[src/rtl/pe_stream_driver_if.sv]
// Operand, PE-port and result stream bundle for pe_stream_driver.
// slave is the driver side, master is the fetch/PE/writeback side.
interface pe_stream_driver_if #(
  parameter int DATA_WIDTH = 16,
  parameter int ACC_WIDTH  = 32,
  parameter int LEN_WIDTH  = 8
);
  logic                  op_valid;
  logic                  op_ready;
  logic [1:0]            op_mode;
  logic [DATA_WIDTH-1:0] op_a;
  logic [DATA_WIDTH-1:0] op_b;
  logic                  op_last;
  logic                  pe_valid_in;
  logic [1:0]            pe_mode;
  logic [DATA_WIDTH-1:0] pe_a;
  logic [DATA_WIDTH-1:0] pe_b;
  logic [ACC_WIDTH-1:0]  pe_acc;
  logic [ACC_WIDTH-1:0]  pe_result;
  logic                  pe_valid_out;
  logic                  res_valid;
  logic                  res_ready;
  logic [ACC_WIDTH-1:0]  res_data;
  logic [1:0]            res_mode;
  logic [LEN_WIDTH-1:0]  res_len;
  logic                  err;

  modport slave (
    input  op_valid, op_mode, op_a, op_b, op_last,
    input  pe_result, pe_valid_out, res_ready,
    output op_ready, pe_valid_in, pe_mode, pe_a, pe_b, pe_acc,
    output res_valid, res_data, res_mode, res_len, err
  );

  modport master (
    output op_valid, op_mode, op_a, op_b, op_last,
    output pe_result, pe_valid_out, res_ready,
    input  op_ready, pe_valid_in, pe_mode, pe_a, pe_b, pe_acc,
    input  res_valid, res_data, res_mode, res_len, err
  );
endinterface

[src/rtl/pe_stream_driver.sv]
// Operand-stream sequencer for the PE: MAC chaining via result feedback,
// credit-protected result FIFO and ready/valid result stream.
module pe_stream_driver #(
  parameter int DATA_WIDTH = 16,
  parameter int ACC_WIDTH  = 32,
  parameter int FIFO_DEPTH = 4,
  parameter int LEN_WIDTH  = 8
) (
  input logic clk,
  input logic rst_n,
  pe_stream_driver_if.slave bus
);
  localparam int PW = $clog2(FIFO_DEPTH);
  localparam int CW = PW + 1;
  localparam logic [CW:0] DEPTH_C = FIFO_DEPTH[CW:0];

  localparam logic [1:0] M_MAC = 2'b00;
  localparam logic [1:0] M_EWM = 2'b01;
  localparam logic [1:0] M_EWA = 2'b10;
  localparam logic [1:0] M_BAD = 2'b11;

  typedef enum logic {IDLE, ACCUM} state_t;

  typedef struct packed {
    logic [ACC_WIDTH-1:0] data;
    logic [1:0]           mode;
    logic [LEN_WIDTH-1:0] len;
  } entry_t;

  state_t               state, state_nx;
  logic                 accept, is_mac, is_ew, is_bad;
  logic                 produce, abort, issue, err_c;
  logic                 chain_now;
  logic [LEN_WIDTH-1:0] len_cnt, len_nx, beat_len;
  logic [ACC_WIDTH-1:0] acc_hold;
  logic                 infl_prod, infl_chain;
  logic [1:0]           infl_mode;
  logic [LEN_WIDTH-1:0] infl_len;
  entry_t               mem [FIFO_DEPTH];
  entry_t               head;
  logic [PW-1:0]        wr_ptr, rd_ptr;
  logic [CW-1:0]        count;
  logic                 fifo_wr, fifo_rd, res_valid;
  logic [CW:0]          credit;

  assign is_mac = bus.op_mode == M_MAC;
  assign is_ew  = bus.op_mode == M_EWM
               || bus.op_mode == M_EWA;
  assign is_bad = bus.op_mode == M_BAD;

  assign res_valid = count != '0;
  assign fifo_rd   = res_valid && bus.res_ready;
  assign fifo_wr   = bus.pe_valid_out && infl_prod;
  assign chain_now = bus.pe_valid_out && infl_chain;

  // A read in this cycle returns its slot to the issue side at once
  assign credit = {1'b0, count}
                + {{CW{1'b0}}, infl_prod}
                - {{CW{1'b0}}, fifo_rd};

  assign bus.op_ready = rst_n && (credit < DEPTH_C);
  assign accept = bus.op_valid && bus.op_ready;

  assign beat_len = (state == IDLE) ? LEN_WIDTH'(1)
                  : (&len_cnt) ? len_cnt
                  : len_cnt + LEN_WIDTH'(1);

  always_comb begin
    state_nx = state;
    len_nx   = len_cnt;
    produce  = 1'b0;
    abort    = 1'b0;
    issue    = 1'b0;
    err_c    = 1'b0;
    if (accept) begin
      unique case (1'b1)
        is_bad: begin
          err_c    = 1'b1;
          abort    = state == ACCUM;
          state_nx = IDLE;
          len_nx   = '0;
        end
        is_ew: begin
          issue    = 1'b1;
          produce  = 1'b1;
          err_c    = state == ACCUM;
          abort    = state == ACCUM;
          state_nx = IDLE;
          len_nx   = '0;
        end
        is_mac: begin
          issue    = 1'b1;
          produce  = bus.op_last;
          state_nx = bus.op_last ? IDLE : ACCUM;
          len_nx   = bus.op_last ? '0 : beat_len;
        end
        default: ;
      endcase
    end
  end

  assign bus.pe_valid_in = issue;
  assign bus.pe_mode     = bus.op_mode;
  assign bus.pe_a        = bus.op_a;
  assign bus.pe_b        = bus.op_b;
  assign bus.pe_acc      = (state == IDLE) ? '0
                         : chain_now ? bus.pe_result
                         : acc_hold;
  assign bus.err         = err_c;

  always_ff @(posedge clk or negedge rst_n) begin
    if (!rst_n) begin
      state      <= IDLE;
      len_cnt    <= '0;
      acc_hold   <= '0;
      infl_prod  <= 1'b0;
      infl_chain <= 1'b0;
      infl_mode  <= '0;
      infl_len   <= '0;
    end else begin
      state      <= state_nx;
      len_cnt    <= len_nx;
      infl_prod  <= produce;
      infl_chain <= issue && is_mac && !bus.op_last;
      infl_mode  <= bus.op_mode;
      infl_len   <= is_mac ? beat_len : LEN_WIDTH'(1);
      if (abort)
        acc_hold <= '0;
      else if (chain_now)
        acc_hold <= bus.pe_result;
    end
  end

  always_ff @(posedge clk or negedge rst_n) begin
    if (!rst_n) begin
      wr_ptr <= '0;
      rd_ptr <= '0;
      count  <= '0;
      for (int i = 0; i < FIFO_DEPTH; i++)
        mem[i] <= '0;
    end else begin
      if (fifo_wr) begin
        mem[wr_ptr] <= '{bus.pe_result, infl_mode, infl_len};
        wr_ptr      <= wr_ptr + PW'(1);
      end
      if (fifo_rd)
        rd_ptr <= rd_ptr + PW'(1);
      if (fifo_wr && !fifo_rd)
        count <= count + CW'(1);
      else if (!fifo_wr && fifo_rd)
        count <= count - CW'(1);
    end
  end

  assign head          = mem[rd_ptr];
  assign bus.res_valid = res_valid;
  assign bus.res_data  = head.data;
  assign bus.res_mode  = head.mode;
  assign bus.res_len   = head.len;
endmodule

[src/flat_wrapper.sv]
// flat-port wrapper written by rule: the top's interface ports become plain ports
module pe_stream_driver_flat 
#(
  parameter int DATA_WIDTH = 16,
  parameter int ACC_WIDTH  = 32,
  parameter int FIFO_DEPTH = 4,
  parameter int LEN_WIDTH  = 8
)
  (clk, rst_n, bus_op_valid, bus_op_mode, bus_op_a, bus_op_b, bus_op_last, bus_pe_result, bus_pe_valid_out, bus_res_ready, bus_op_ready, bus_pe_valid_in, bus_pe_mode, bus_pe_a, bus_pe_b, bus_pe_acc, bus_res_valid, bus_res_data, bus_res_mode, bus_res_len, bus_err);
  pe_stream_driver_if #(.DATA_WIDTH(DATA_WIDTH), .ACC_WIDTH(ACC_WIDTH), .LEN_WIDTH(LEN_WIDTH)) bus_i ();
  input logic clk;
  input logic rst_n;
  input wire logic [$bits(bus_i.op_valid)-1:0] bus_op_valid;
  input wire logic [$bits(bus_i.op_mode)-1:0] bus_op_mode;
  input wire logic [$bits(bus_i.op_a)-1:0] bus_op_a;
  input wire logic [$bits(bus_i.op_b)-1:0] bus_op_b;
  input wire logic [$bits(bus_i.op_last)-1:0] bus_op_last;
  input wire logic [$bits(bus_i.pe_result)-1:0] bus_pe_result;
  input wire logic [$bits(bus_i.pe_valid_out)-1:0] bus_pe_valid_out;
  input wire logic [$bits(bus_i.res_ready)-1:0] bus_res_ready;
  output wire logic [$bits(bus_i.op_ready)-1:0] bus_op_ready;
  output wire logic [$bits(bus_i.pe_valid_in)-1:0] bus_pe_valid_in;
  output wire logic [$bits(bus_i.pe_mode)-1:0] bus_pe_mode;
  output wire logic [$bits(bus_i.pe_a)-1:0] bus_pe_a;
  output wire logic [$bits(bus_i.pe_b)-1:0] bus_pe_b;
  output wire logic [$bits(bus_i.pe_acc)-1:0] bus_pe_acc;
  output wire logic [$bits(bus_i.res_valid)-1:0] bus_res_valid;
  output wire logic [$bits(bus_i.res_data)-1:0] bus_res_data;
  output wire logic [$bits(bus_i.res_mode)-1:0] bus_res_mode;
  output wire logic [$bits(bus_i.res_len)-1:0] bus_res_len;
  output wire logic [$bits(bus_i.err)-1:0] bus_err;
  assign bus_i.op_valid = bus_op_valid;
  assign bus_i.op_mode = bus_op_mode;
  assign bus_i.op_a = bus_op_a;
  assign bus_i.op_b = bus_op_b;
  assign bus_i.op_last = bus_op_last;
  assign bus_i.pe_result = bus_pe_result;
  assign bus_i.pe_valid_out = bus_pe_valid_out;
  assign bus_i.res_ready = bus_res_ready;
  assign bus_op_ready = bus_i.op_ready;
  assign bus_pe_valid_in = bus_i.pe_valid_in;
  assign bus_pe_mode = bus_i.pe_mode;
  assign bus_pe_a = bus_i.pe_a;
  assign bus_pe_b = bus_i.pe_b;
  assign bus_pe_acc = bus_i.pe_acc;
  assign bus_res_valid = bus_i.res_valid;
  assign bus_res_data = bus_i.res_data;
  assign bus_res_mode = bus_i.res_mode;
  assign bus_res_len = bus_i.res_len;
  assign bus_err = bus_i.err;
  pe_stream_driver #(.DATA_WIDTH(DATA_WIDTH), .ACC_WIDTH(ACC_WIDTH), .FIFO_DEPTH(FIFO_DEPTH), .LEN_WIDTH(LEN_WIDTH)) u_core (.clk(clk), .rst_n(rst_n), .bus(bus_i));
endmodule
[config.mk]
export PLATFORM = sky130hd
export DESIGN_NAME = pe_stream_driver_flat
export DESIGN_NICKNAME = d
export VERILOG_FILES = /design/src/rtl/pe_stream_driver_if.sv /design/src/rtl/pe_stream_driver.sv /design/src/flat_wrapper.sv
export SDC_FILE = /design/constraint.sdc
export NUM_CORES = 1
export LEC_CHECK = 0
export ABC_AREA = 1
export ABC_CLOCK_PERIOD_IN_PS = 3480
export CAP_MARGIN = 20
export CORE_MARGIN = 8
export CORE_UTILIZATION = 57
export CTS_CLUSTER_SIZE = 14
export DETAILED_ROUTE_END_ITERATION = 16
export MAX_ROUTING_LAYER = met4
export PLACE_DENSITY = 0.86
export REMOVE_ABC_BUFFERS = 1
export SYNTH_ARGS = -nofsm -noshare
export SYNTH_HDL_FRONTEND = slang
export SYNTH_SLANG_ARGS = --single-unit
[constraint.sdc]
create_clock -name clk -period 3.48 [get_ports clk]
set_input_delay 0.348 -clock clk [delete_from_list [all_inputs] [get_ports clk]]
set_output_delay 0.348 -clock clk [all_outputs]
set_load 0.1 [all_outputs]
==> results.yml, run 1 <==
cells_and_area:
  fill_cells: 1305
  n_antenna_cell: 0
  design_area_sq_um: 12600
  drive_above_1_share_pct: 10.9
  final_nets: 1356
  syn_to_final_growth_pct: 22.2
  fin_cells: 1517
  final_core_util_pct: 70.4
yosys:
  yosysMostFrequentCell: "o21ai_0"
  synth_cell_types: 22
  synth_area_sq_um: 10300
  synth_edf_count: 0
  yosysWarnings: 0
  synth-async-reset-ratio_pct: 100
  synth_area_leaders: "dfrtp_1, o21ai_0, nand2_1"
  ys_top_cells_by_count: "o21ai_0, dfrtp_1, nand2_1"
  ys_seq_area_share_pct: 55.5
  ys_ff_latch: 228
  yosysTopAreaCellShare_pct: 55.5
  syn_avg_cell_area_sq_um: 8.43
  synth_ff_type: "dfrtp_1"
  synth_area_leader_cell: "dfrtp_1"
  netlist_instances: 1219
clocking:
  cts_tree: "built"
  postCtsSetupBuffers: 0
  cts.path.max_buffers: 3
  cts_made_buffers: 24
  htreeDepth: 1
  cts-root-buf: "clkbuf_16"
  clk_pin_slew_ns: 0.06
  cts_sinks: 228
  insertion_delay_ns: 0.51
drt:
  antenna_left: 0
  wl_per_cell_um: 17.8
  initialDrtViolationCount: 830
  via_per_inst: 5.74
  dr.pass1.iters: 6
  vias: 8715
  drc: 0
  drt_wl_total_mm: 27.0
placed_design:
  dp_cells: 1472
  hpwl_mm: 16.5
  dpl_cell_area_sq_um: 11800
  place.port_buffers: 119
  gp_congestion: 0.891
job:
  cap_violations: 0
global_routing:
  track_usage_pct: 24.8
  grt_pass1_wl_mm: 44.0
  overflow: 0
  grt_pass1_vias: 8595
  antenna_found_initial: 0
  grt_max_degree: 86
sta:
  setup_viol_count_final: 0
  maxSlewHeadroom_pct: 35.0
  grt_setup_unrepaired: "yes"
  maxSlewViolCount: 0
  worstMarginPinSlew_ns: 0.973
  period_minus_slack_ns: 3.19
  hold_violations: 0
  max_freq_ghz: 0.314
  clock_skew_ns: 0.00971
  fin_crit_sh_pct: 91.6
power_and_ir_drop:
  total_power_uw: 13800
  power.density_nw_per_um2: 1100
  leakage_uw: 0.00588
  peakVddDrop_mv: 1.18
critical_path:
  critPathKind: "register to output pin"
  worstRegToRegCells: 14
  crit_arrival_ns: 2.84
  rr_endpoint: "u_core.acc_hold[25]"
  critPathMaxFanout: 17
  rrSetupSlack_ns: 0.71
  start_kind: "register"
  timing.rr.start: "u_core.count[0]"
  cp.required_ns: 3.13
  endpoint_kind: "output pin"
die:
  std_cell_rows: 49
  ios: 184
  die_y_um: 150
  initial_utilization_pct: 57.6
  fp.dieW_um: 150
  core_sq_um: 17800
  die_area_sq_um: 22600
status:
  status: "completed"
min_path:
  hp-class: "primary input to async pin"
-- worst max path at each step --
| stage | startpoint | endpoint | slack [ns] | cells past startpoint |
|---|---|---|---|---|
| floorplan | u_core.count[0] | bus_err | -1.33 | 12 |
| global placement | bus_res_ready | bus_err | 0.60 | 12 |
| detailed placement | bus_res_ready | bus_err | 0.57 | 12 |
| CTS | u_core.count[0] | bus_err | 0.15 | 13 |
| global route | u_core.count[0] | bus_pe_valid_in | 0.009 | 13 |
| finish | u_core.count[0] | bus_err | 0.29 | 13 |
-- power breakdown --
part           internal (uW)  total, uW  switching (uW)
sequential              3490       3930             438
clock                   1440       2450            1010
combinational           2360       7450            5080
-- layout make-up --
| cell class | instances | area (sq um) | area share (%) |
|---|---|---|---|
| Multi-Input combinational cell | 811 | 3750 | 29.9 |
| Inverter | 69 | 259 | 2.06 |
| Timing Repair Buffer | 137 | 1810 | 14.4 |
| Clock buffer | 39 | 698 | 5.56 |
| Clock inverter | 4 | 48.8 | 0.388 |
| Sequential cell | 228 | 5710 | 45.4 |
| Tap cell | 229 | 287 | 2.28 |
-- cells in the final DEF, fill, tap and decap left out, types with 2 or more instances in the layout --
master | synthesis | layout
o21ai_0 | 261 | 261
dfrtp_1 | 228 | 227
nand2_1 | 224 | 219
nor2_1 | 204 | 204
inv_1 | 68 | 67
buf_12 | 0 | 52
buf_4 | 37 | 43
o22ai_1 | 42 | 42
clkdlybuf4s50_1 | 0 | 39
a21oi_1 | 38 | 38
clkbuf_16 | 0 | 25
ha_1 | 12 | 12
clkbuf_1 | 55 | 12
nand3_1 | 11 | 11
nand2_2 | 0 | 5
nand4_1 | 4 | 4
xor2_1 | 3 | 3
xnor2_1 | 2 | 2
and2_1 | 2 | 2
nor2_4 | 2 | 2
nor3_1 | 3 | 2
clkinv_2 | 0 | 2
clkbuf_8 | 0 | 2
-- worst max-delay path, cell delays in order (launching register included) --
cell     delay (ns)
dfrtp_1        0.44
nor2_1         0.12
nand2_1        0.07
nand2_1        0.12
inv_1          0.07
ha_1           0.19
inv_1          0.06
ha_1           0.22
nand3_1        0.10
nand2_1        0.06
nand2_1        0.11
nand4_4        0.29
nor3_2         0.28
buf_12         0.21
-- kinds of logic after synthesis --
family	synth area share, %
fa+ha+maj	1.66
flops	55.5
compound gates	17.1
xor+xnor	0.426
buf+inv	8.15
simple gates	17.2
-- through the flow --
stage | hold WS, ns | setup WS (ns) | setup TNS [ns]
after global routing | 0.334 | 0.00878 | 0
after global placement | 0.250 | 0.598 | 0
after detailed placement | 0.250 | 0.566 | 0
after CTS | 0.310 | 0.152 | 0
after floorplan | 0.0524 | -1.33 | -40.09
final | 0.304 | 0.292 | 0
-- sequential cells by signal (all words and copies together), names as in the netlist --
signal,flops
u_core.state,1
u_core.mem,168
u_core.count,3
u_core.acc_hold,32
u_core.rd_ptr,2
u_core.infl_chain,1
u_core.infl_len,8
u_core.wr_ptr,2
u_core.len_cnt,8
u_core.infl_mode,2
u_core.infl_prod,1
-- metal layers --
layer	up-vias	GRT usage (%)	share of wire [%]
met5	-	-	0
met2	417	38.5	47
met4	0	7.90	2.3
met3	56	4.84	8.4
li1	4039	-	-
met1	4203	32.4	42
-- repair_timing --
| item | 4_1_cts | 5_1_grt |
|---|---|---|
| endpoints found under the setup margin | 0 | 1 |
| hold buffers | 1 | 0 |
| resized for setup | 0 | 1 |
| endpoints found under the hold margin | 37 | 0 |
Note: power is estimated with default switching activity, not from simulation.
==> run 2: changes to the inputs <==
--- a/config.mk
+++ b/config.mk
@@ -9,11 +9,11 @@
 export ABC_CLOCK_PERIOD_IN_PS = 3480
 export CAP_MARGIN = 20
 export CORE_MARGIN = 8
-export CORE_UTILIZATION = 57
+export CORE_UTILIZATION = 45
 export CTS_CLUSTER_SIZE = 14
 export DETAILED_ROUTE_END_ITERATION = 16
 export MAX_ROUTING_LAYER = met4
-export PLACE_DENSITY = 0.86
+export PLACE_DENSITY = 0.7
 export REMOVE_ABC_BUFFERS = 1
 export SYNTH_ARGS = -nofsm -noshare
 export SYNTH_HDL_FRONTEND = slang
==> run 2 against run 1 <==
  * Combinational power down 0.5%
  * Final cell count increased by 3.8%
  * Clock-buffer cell count decreased by 5
  * Flip-flop and latch count did not move
  * Critical path depth unchanged
  * First-iteration DRC count decreased by 16%
  * Global-route usage fell by 5.7 points
  * Non-clock buffer count rose by 1
  * Register-to-register slack gained 0.03 ns
  * Core utilization down 14 points
  * Largest cell class unchanged
  * Largest power group unchanged
==> results.yml, run 2 (synthesis gave the netlist of run 1 again) <==
critical_path:
  crit_top_cell: "nand2_1"
  cp_top_family: "simple AND/OR/NAND/NOR gates"
  slowest_stage: "dfrtp_1"
  path_buf_inv: 3
  cp.required_ns: 3.13
  crit_arrival_ns: 2.77
  slowest_delay_ns: 0.43
  endpoint_kind: "output pin"
  critPathMaxFanout: 4
  critPathKind: "register to output pin"
  start_kind: "register"
  worstPathCellList: "nor2_1 > nand2_1 > nand2_1 > inv_1 > ha_1 > inv_1 > ha_1 > nand3_1 > nand2_1 > nand2_1 > nand4_4 > nor3_1 > buf_12"
min_path:
  hp-class: "primary input to async pin"
global_routing:
  grt_pass1_wl_mm: 43.1
  track_usage_pct: 19.1
  grt_max_degree: 86
  overflow: 0
  grt_pass1_vias: 8045
  antenna_found_initial: 0
cells_and_area:
  largest_register_ffs: 168
  register_area_sq_um: 5710
  n_antenna_cell: 0
  final_common_cell: "o21ai_0"
  final_cell_mix: "o21ai_0, dfrtp_1, nand2_1"
  fin_cells: 1574
  final_nets: 1358
  drive_above_1_share_pct: 11.4
  design_area_sq_um: 12700
  syn_to_final_growth_pct: 24.0
  reg.largest.list: "u_core.mem (168), u_core.acc_hold (32)"
  regMostFlops: "u_core.mem"
  fill_cells: 1981
  multi_input_area_sq_um: 3750
job:
  cap_violations: 0
sta:
  max_freq_ghz: 0.321
  maxSlewHeadroom_pct: 35.1
  setup_viol_count_final: 0
  hold_violations: 0
  grt_setup_unrepaired: "no"
  period_minus_slack_ns: 3.12
  clock_skew_ns: 0.0116
  worstMarginPinSlew_ns: 0.970
  maxSlewViolCount: 0
  setup_slack_ns: 0.361
  fin_crit_sh_pct: 89.6
clocking:
  cts_tree: "built"
  cts.path.max_buffers: 3
  cts-root-buf: "clkbuf_16"
  cts_resized: 0
  htreeDepth: 1
  cts_made_buffers: 25
  insertion_delay_ns: 0.51
  clk_pin_slew_ns: 0.06
  cts_sinks: 228
drt:
  drt_wl_total_mm: 26.2
  vias: 8332
  dr.pass1.iters: 6
  antenna_left: 0
  drc: 0
  via_per_inst: 5.29
  wl_per_cell_um: 16.7
  initialDrtViolationCount: 697
die:
  std_cell_rows: 55
  die_area_sq_um: 27900
  die_y_um: 167
  fp.dieW_um: 167
  initial_utilization_pct: 45.7
  ios: 184
  core_sq_um: 22500
placed_design:
  dp_cells: 1530
  hpwl_mm: 16.5
  gp_congestion: 0.879
  dpl_cell_area_sq_um: 12000
  place.port_buffers: 119
  dp_slack_ns: 0.635
status:
  status: "completed"
power_and_ir_drop:
  leakage_uw: 0.00591
  power.density_nw_per_um2: 1080
  peakVddDrop_mv: 0.656
## run 2: changes by cell type in the layout (fill, tap and decap cells not counted), moves of 2 or more
cell,previous run,this run
buf_12,52,60
buf_4,43,37
clkbuf_1,12,5
clkbuf_8,2,4
clkinv_2,2,5
clkinvlp_4,0,3
## run 2: final cells by class
type / instances / area share (%)
Inverter: 69 / 2.03
Timing Repair Buffer: 138 / 14.9
Clock buffer: 34 / 5.49
Clock inverter: 9 / 0.609
Sequential cell: 228 / 44.8
Multi-Input combinational cell: 811 / 29.4
Tap cell: 285 / 2.80
## run 2: stage by stage
| stage | hold WS [ns] | utilization [%] | total power, uW | setup TNS, ns |
|---|---|---|---|---|
| after floorplan | 0.0524 | - | 8800 | -40.09 |
| after global placement | 0.297 | 53.1 | 11300 | 0 |
| after detailed placement | 0.297 | 53.1 | 11400 | 0 |
| after CTS | 0.350 | 56.6 | 13900 | 0 |
| after global routing | 0.374 | 56.6 | 14500 | 0 |
| final | 0.337 | 56.6 | 13800 | 0 |
## run 2: final timing paths
check	start	end	slack [ns]	cells past startpoint
worst max register to register	u_core.count[0]	u_core.acc_hold[7]	0.74	15
worst min register to register	u_core.mem[55]	u_core.mem[55]	0.48	2
min in group clk	bus_op_mode[0]	u_core.infl_mode[0]	0.41	1
worst min-delay path	rst_n	u_core.mem[76]	0.34	2
max in group asynchronous	rst_n	u_core.acc_hold[22]	1.43	4
worst max-delay path	u_core.count[0]	bus_err	0.36	13
## run 2: timing repair
action / 4_1_cts / 5_1_grt
setup buffers: 0 / 0
hold endpoints to repair: 53 / 0
hold buffers: 1 / 0
## run 2: per-layer routing
metal / global-route usage (%) / part of all wire (%) / up-vias
met5: - / 0 / -
met4: 4.00 / 2.0 / 0
met3: 4.44 / 6.3 / 39
met2: 29.5 / 46 / 243
met1: 25.5 / 45 / 4000
li1: - / - / 4050
## run 2: where the power goes
part           internal [uW]  total [uW]  switching [uW]
registers               3490        3900             406
clock network           1470        2500            1030
logic                   2370        7410            5040
total                   7340       13800            6470
## run 2: worst reg2reg max path, delay by kind of cell (launching register included)
family | cells | cell delay, ns
fa+ha+maj | 2 | 0.42
flops | 1 | 0.43
buf+inv | 4 | 0.56
simple gates | 9 | 1.19
